### src/rtl/mano_core_param.sv
// mano_core_param: Mano basic-computer core with full MRI/RRI sets, indirect addressing and start/HLT control.
// Memory is external, single-port, with combinational read; mem_addr always mirrors AR.
module mano_core_param #(
    parameter int DATA_W = 16,
    parameter int ADDR_W = 12,
    parameter logic [ADDR_W-1:0] RESET_PC = '0
) (
    input  logic              CLK,
    input  logic              rst,
    input  logic              start,
    output logic [ADDR_W-1:0] mem_addr,
    input  logic [DATA_W-1:0] mem_rdata,
    output logic [DATA_W-1:0] mem_wdata,
    output logic              mem_we,
    output logic              mem_re,
    output logic              run,
    output logic [ADDR_W-1:0] pc,
    output logic [DATA_W-1:0] ac,
    output logic [DATA_W-1:0] ir,
    output logic              e,
    output logic [2:0]        sc
);
    typedef enum logic [2:0] {T0, T1, T2, T3, T4, T5, T6} state_t;
    localparam logic [2:0] OP_AND = 3'd0, OP_ADD = 3'd1, OP_LDA = 3'd2, OP_STA = 3'd3,
                           OP_BUN = 3'd4, OP_BSA = 3'd5, OP_ISZ = 3'd6, OP_RIO = 3'd7;
    state_t state, state_nx;
    logic [ADDR_W-1:0] ar;
    logic [DATA_W-1:0] dr, ac_rr;
    logic [DATA_W:0] sum;
    logic [2:0] op;
    logic [11:0] rr;
    logic ind, rri, ld, e_rr, skip;
    assign ind = ir[DATA_W-1];
    assign op = ir[DATA_W-2:DATA_W-4];
    assign rr = ir[11:0];
    assign rri = op == OP_RIO && !ind;
    assign ld = op == OP_AND || op == OP_ADD || op == OP_LDA || op == OP_ISZ;
    assign sum = {1'b0, ac} + {1'b0, dr};
    assign mem_addr = ar;
    assign sc = state;
    // Every register-reference op sees AC/E as they stood at the start of T3.
    assign ac_rr = rr[11] ? '0 : rr[9] ? ~ac : rr[5] ? ac + DATA_W'(1) :
                   rr[7] ? {e, ac[DATA_W-1:1]} : rr[6] ? {ac[DATA_W-2:0], e} : ac;
    assign e_rr = rr[10] ? 1'b0 : rr[8] ? ~e : rr[7] ? ac[0] : rr[6] ? ac[DATA_W-1] : e;
    assign skip = (rr[4] && !ac[DATA_W-1]) || (rr[3] && ac[DATA_W-1]) ||
                  (rr[2] && ac == '0) || (rr[1] && !e);
    always_comb begin
        state_nx = T0;
        if (run) begin
            case (state)
                T0: state_nx = T1;
                T1: state_nx = T2;
                T2: state_nx = T3;
                T3: state_nx = op == OP_RIO ? T0 : T4;
                T4: state_nx = (op == OP_STA || op == OP_BUN) ? T0 : T5;
                T5: state_nx = op == OP_ISZ ? T6 : T0;
                default: state_nx = T0;
            endcase
        end
    end
    always_ff @(posedge CLK) state <= rst ? T0 : state_nx;
    always_comb begin
        mem_wdata = '0;
        mem_we = 1'b0;
        mem_re = 1'b0;
        if (run) begin
            mem_wdata = (state == T4 && op == OP_STA) ? ac :
                        (state == T4 && op == OP_BSA) ? DATA_W'(pc) :
                        (state == T6 && op == OP_ISZ) ? dr : '0;
            // Gating with rst keeps an aborted instruction from landing a write.
            mem_we = !rst && ((state == T4 && (op == OP_STA || op == OP_BSA)) ||
                              (state == T6 && op == OP_ISZ));
            mem_re = state == T1 || (state == T3 && op != OP_RIO && ind) || (state == T4 && ld);
        end
    end
    always_ff @(posedge CLK) begin
        if (rst) begin
            ac <= '0;
            dr <= '0;
            ir <= '0;
            ar <= '0;
            e <= 1'b0;
            pc <= RESET_PC;
            run <= 1'b0;
        end else begin
            if (start && !run) run <= 1'b1;
            if (run) begin
                case (state)
                    T0: ar <= pc;
                    T1: begin
                        ir <= mem_rdata;
                        pc <= pc + ADDR_W'(1);
                    end
                    T2: ar <= ir[ADDR_W-1:0];
                    T3: begin
                        if (op != OP_RIO && ind) ar <= mem_rdata[ADDR_W-1:0];
                        else if (rri) begin
                            ac <= ac_rr;
                            e <= e_rr;
                            if (skip) pc <= pc + ADDR_W'(1);
                            if (rr[0]) run <= 1'b0;
                        end
                    end
                    T4: begin
                        if (ld) dr <= mem_rdata;
                        else if (op == OP_BUN) pc <= ar;
                        else if (op == OP_BSA) ar <= ar + ADDR_W'(1);
                    end
                    T5: begin
                        if (op == OP_AND) ac <= ac & dr;
                        else if (op == OP_ADD) {e, ac} <= sum;
                        else if (op == OP_LDA) ac <= dr;
                        else if (op == OP_BSA) pc <= ar;
                        else if (op == OP_ISZ) dr <= dr + DATA_W'(1);
                    end
                    T6: if (dr == '0) pc <= pc + ADDR_W'(1);
                    default: ;
                endcase
            end
        end
    end
endmodule

### config.mk
export PLATFORM = sky130hd
export DESIGN_NAME = mano_core_param
export DESIGN_NICKNAME = d
export VERILOG_FILES = /design/src/rtl/mano_core_param.sv
export SDC_FILE = /design/constraint.sdc
export NUM_CORES = 1
export LEC_CHECK = 0
export ABC_AREA = 1
export ABC_CLOCK_PERIOD_IN_PS = 5500
export CORE_UTILIZATION = 60
export CTS_BUF_LIST = sky130_fd_sc_hd__clkbuf_8
export CTS_CLUSTER_DIAMETER = 100
export CTS_CLUSTER_SIZE = 14
export DETAILED_ROUTE_END_ITERATION = 8
export MAX_ROUTING_LAYER = met4
export PLACE_DENSITY_LB_ADDON = 0.2
export SETUP_SLACK_MARGIN = 0.15
export SYNTH_ARGS = -nofsm -noshare
export SYNTH_HDL_FRONTEND = slang
export SYNTH_SLANG_ARGS = --single-unit
### constraint.sdc
create_clock -name CLK -period 5.5 [get_ports CLK]
set_input_delay 0.825 -clock CLK [delete_from_list [all_inputs] [get_ports CLK]]
set_output_delay 0.825 -clock CLK [all_outputs]
set_load 0.005 [all_outputs]
Word level (Yosys, flattened, before mapping):

Cells that the tools add are included.
W data, S select, Z words.

* flip-flop bits (word level): 77
* input port bits: 19
* output and inout bits: 79

* add/sub/neg operators: 5
* reductions and logical operators: 46
* bitwise logic cells: 4
* equal/unequal tests: 34
* mux-type cells: 59

Operators by type and width (count)
* $mux W16: 20
* $mux W12: 14
* $pmux W16 S2: 2
* $pmux W12 S5: 1
* $pmux W12 S4: 1
* $add A16 B1 Y16 const B: 2
* $logic_not A16 Y1: 2
* $ne A2 B2 Y1 const B: 13
* $add A12 B1 Y12 const B: 2
* $eq A3 B3 Y1 const B: 7
* $pmux W3 S6: 1
* $add A16 B16 Y17: 1
* $and A16 B16 Y16: 1
* $mux W1: 16
* $not A16 Y16: 1
* $logic_and A1 B1 Y1: 15
* $eq A3 B2 Y1 const B: 4
* $reduce_and A12 Y1: 1
* $reduce_and A6 Y1: 2
* $logic_or A1 B1 Y1: 11
* $mux W3: 3
* $ne A2 B1 Y1 const B: 4
* $reduce_and A8 Y1: 1
* $reduce_and A7 Y1: 1
* other kinds (14): 22

Depth between registers and ports, before layout:

* depth after elaboration: 9
* depth in mapped cells: 14
* depth with buffers taken out: 14

Worst setup path after synthesis:

No wires, ideal clock.

* path kind: reg-to-output
* start: register state[0] (netlist: sc[0])
* end: output port mem_wdata[0]
* path buffers: 2
* slack: 3241 ps
* arrival time: 1434 ps
* cell stages (with the launch flop): 10
* path through: dfxtp_1 inv_2 nand3_2 inv_2 buf_2 nand2_1 buf_2 o211ai_1 o211ai_1 inv_1

* longest elaborated chain between the ends: 6

RTL lines
* start, declared: RTL line 26 `state_t state, state_nx;`
* start signal, assigned: RTL line 61 `always_ff @(posedge CLK) state <= rst ? T0 : state_nx;`
* $eq A3 B3 Y1: RTL line 69 `(state == T6 && op == OP_ISZ) ? dr : '0;`
* $logic_and A1 B1 Y1: RTL line 69
* $mux W16: RTL line 69
* $mux W16: RTL line 68 `(state == T4 && op == OP_BSA) ? DATA_W'(pc) :`
* $mux W16 *: RTL line 67 `mem_wdata = (state == T4 && op == OP_STA) ? ac :`
* $mux W16 *: RTL line 66 `if (run) begin`
* end, declared: RTL line 13 `output logic [DATA_W-1:0] mem_wdata,`

Mark *: on every way between the ends. The rest lies on a longest branch, timed or not.

Final worst setup path:

* start: register state[0] (netlist: sc[0])
* end: output port mem_wdata[11]

The elaborated chain is that of the path after synthesis.

==> metrics <==
Peak VDD IR around 0.17 mV; initial antenna violation count 0; drt total wl between 20 and 30 mm; H-Tree Level Count 3; Synth warnings 0; static leakage 0.00337 uW; Pre-Repair DR Iteration Count 6; top cells by area, synth dfxtp_1 (22%), nand2_1 (15%), o21ai_0 (9.4%); Ant. Diodes 0; commonest non-fill, non-tap cells in the layout nand2_1 (270), inv_1 (154), nor2_1 (138); most common cell after layout, fill and taps aside nand2_1; status complete, no violations; antenna-violating nets left 0; pwr/cell area approximately 140 nW/um2; worst skew pair latency slightly below 0.4 ns; Post-Syn Area slightly below 7000 um2; share of the synthesized area in the top cell type 22.3%; Crit Path Category reg2out; vias in the first global route 7,263; Die Y approximately 110 um; register share of total power a little over half; HPWL Detailed 18.7 mm; die span in x roughly 110 um; Mapped Avg Cell Area ~5.7 um2; Finished Layout Cells 1,405; CP Max Fanout 10; # Max-Cap Violations 0; max-slew violations 0; reg2reg path depth 9; Net Count, Synth 1,243; Worst Setup Start Kind flop; post-synthesis cell type count 41; fmax ~260 MHz; Hold Crit Depth 2; cts bufs inserted 9; # hold bufs at CTS 0; Nets between 1,000 and 1,500; cell taking the most area after synthesis dfxtp_1; Routed WL per cell 17.8 um; Reg clk slew, reported paths 0.08 ns; post-route minimum period 3.82 ns; I/O pin cnt between 90 and 100; Arr. time, crit path ~3.0 ns; Root Driver clkbuf_8; post-route cell area ~8000 um2; final count of negative-setup-slack endpoints 0; setup TNS 0 ns; Area Overhead vs Synth 15.7%; CP required about 4.7 ns; period utilization just under 70%; Clock Path Buffers 2; Clk network pwr share 34.7%; reg2reg setup slack around 2.6 ns; DRC errors left 0; layout cells sized above 1 3.48%; Hold Path Class reg2reg; post-CTS resize count 0; Port Buffer Count 97; largest net degree at the start of global routing between 50 and 60; drt initial violations about 1,300; gpl congestion just over 1; worst clock skew 0.0144 ns; Initial Util between 60% and 70%; CORE AREA around 11,000 um2; TritonCTS clock tree done; combinational share of power about an eighth; vias per std cell just over 6; Fin. Hold Viols 0; NetSw between 300 and 400 uW; DR vias between 8,000 and 9,000; Row Count 38; Placed Cells approximately 1,400; placed inst area between 7000 and 8000 um2; Seq cells post-synth 77; sequential fraction of the synthesis area 22.3%; measured slew at the worst slew-check pin approximately 0.97 ns; GRT Total Usage 44.0%; CTS Sinks 77; Slew headroom a little over a third; RSZ-0062 raised after global routing false; Mapped Cells ~1,200; Post-CTS Setup Inserts 0; internal power a little over 800 uW; grt total ovfl 0; CP Capture Type primary output; first-pass GRT wire length between 30 and 40 mm; total die area 11,900 um2; Sw Share 29.9%
==> state kept, by name (all words and copies together) (netlist names) <==
register  count
run           1
ir           16
mem_addr     12
e             1
pc           12
ac           16
sc            3
dr           16
==> power by group through the flow <==
stage / Combinational (uW) / Clock [uW] / Sequential, uW
after floorplan: 85.6 / 0 / 598
final: 152 / 399 / 600
after CTS: 147 / 394 / 598
after global placement: 145 / 0 / 610
after detailed placement: 147 / 0 / 611
after global routing: 165 / 421 / 601
==> layout make-up <==
type	count	area (um2)
fill	984	3040
multi-input combinational	909	4490
clock inverter	5	30.0
timing repair buffer	101	1000
clock buffer	10	138
inverter	163	612
sequential	77	1540
tap	140	175
==> worst max-delay path: stages (launching register included) <==
cell and delay [ns]:
dfxtp_1 0.38, inv_2 0.13, nand3_2 0.21, nor2_1 0.48, clkinv_1 0.43, o22ai_1 0.25, o21ai_0 0.11, inv_1 0.10
clkdlybuf4s50_1 0.50
==> synthesized netlist by cell type, drive strengths merged <==
library cell  instances
clkbuf               27
nand3b                1
o21bai                1
o22ai                13
nor3                 11
ha                   22
clkinv                2
buf                  25
a21oi               121
a221oi                3
fa                    1
nand3                93
xnor2                 2
o21ai               140
nor2                143
a211oi                7
xor2                 14
nand4                19
and2                  3
o221ai                2
o211ai               17
nor3b                 1
nand2               275
o31ai                 2
or2                   2
a22oi                 4
dfxtp                77
a31oi                12
inv                 161
==> cell families after synthesis <==
kind of cell,count (synthesis),share of synthesized area [%]
AOI/OAI and AO/OA,322,25.5
adders and majority gates,23,4.28
xor gates and xnor gates,16,2.03
buffers and inverters,215,12.6
DFF,77,22.3
and+or+nand+nor,548,33.2
==> metrics by stage <==
stage	util (%)	hold slack (ns)	worst slack (ns)	total power, uW
finish	72.4	0.538	1.68	1150
global placement	70.9	0.514	2.24	755
floorplan	-	0.475	3.24	684
CTS	72.4	0.529	1.83	1140
detailed placement	70.9	0.516	2.19	758
global route	72.4	0.549	1.58	1190
==> routing by layer <==
metal  up-vias  share of wire, %  global-route usage (%)
met4         0               2.8                    15.2
met2       638                42                    61.7
li1       4096                 -                       -
met1      3810                41                    61.6
met5         -                 0                       -
met3        73                14                    9.74
==> path summary, 6_finish.rpt <==
check	startpoint	endpoint
worst min register to register	ir[8]	ir[8]
worst min-delay path	ir[8]	ir[8]
worst max-delay path	sc[0]	mem_wdata[11]
worst max register to register	sc[0]	ac[11]
No activity file was read; power rests on OpenSTA's default activity.
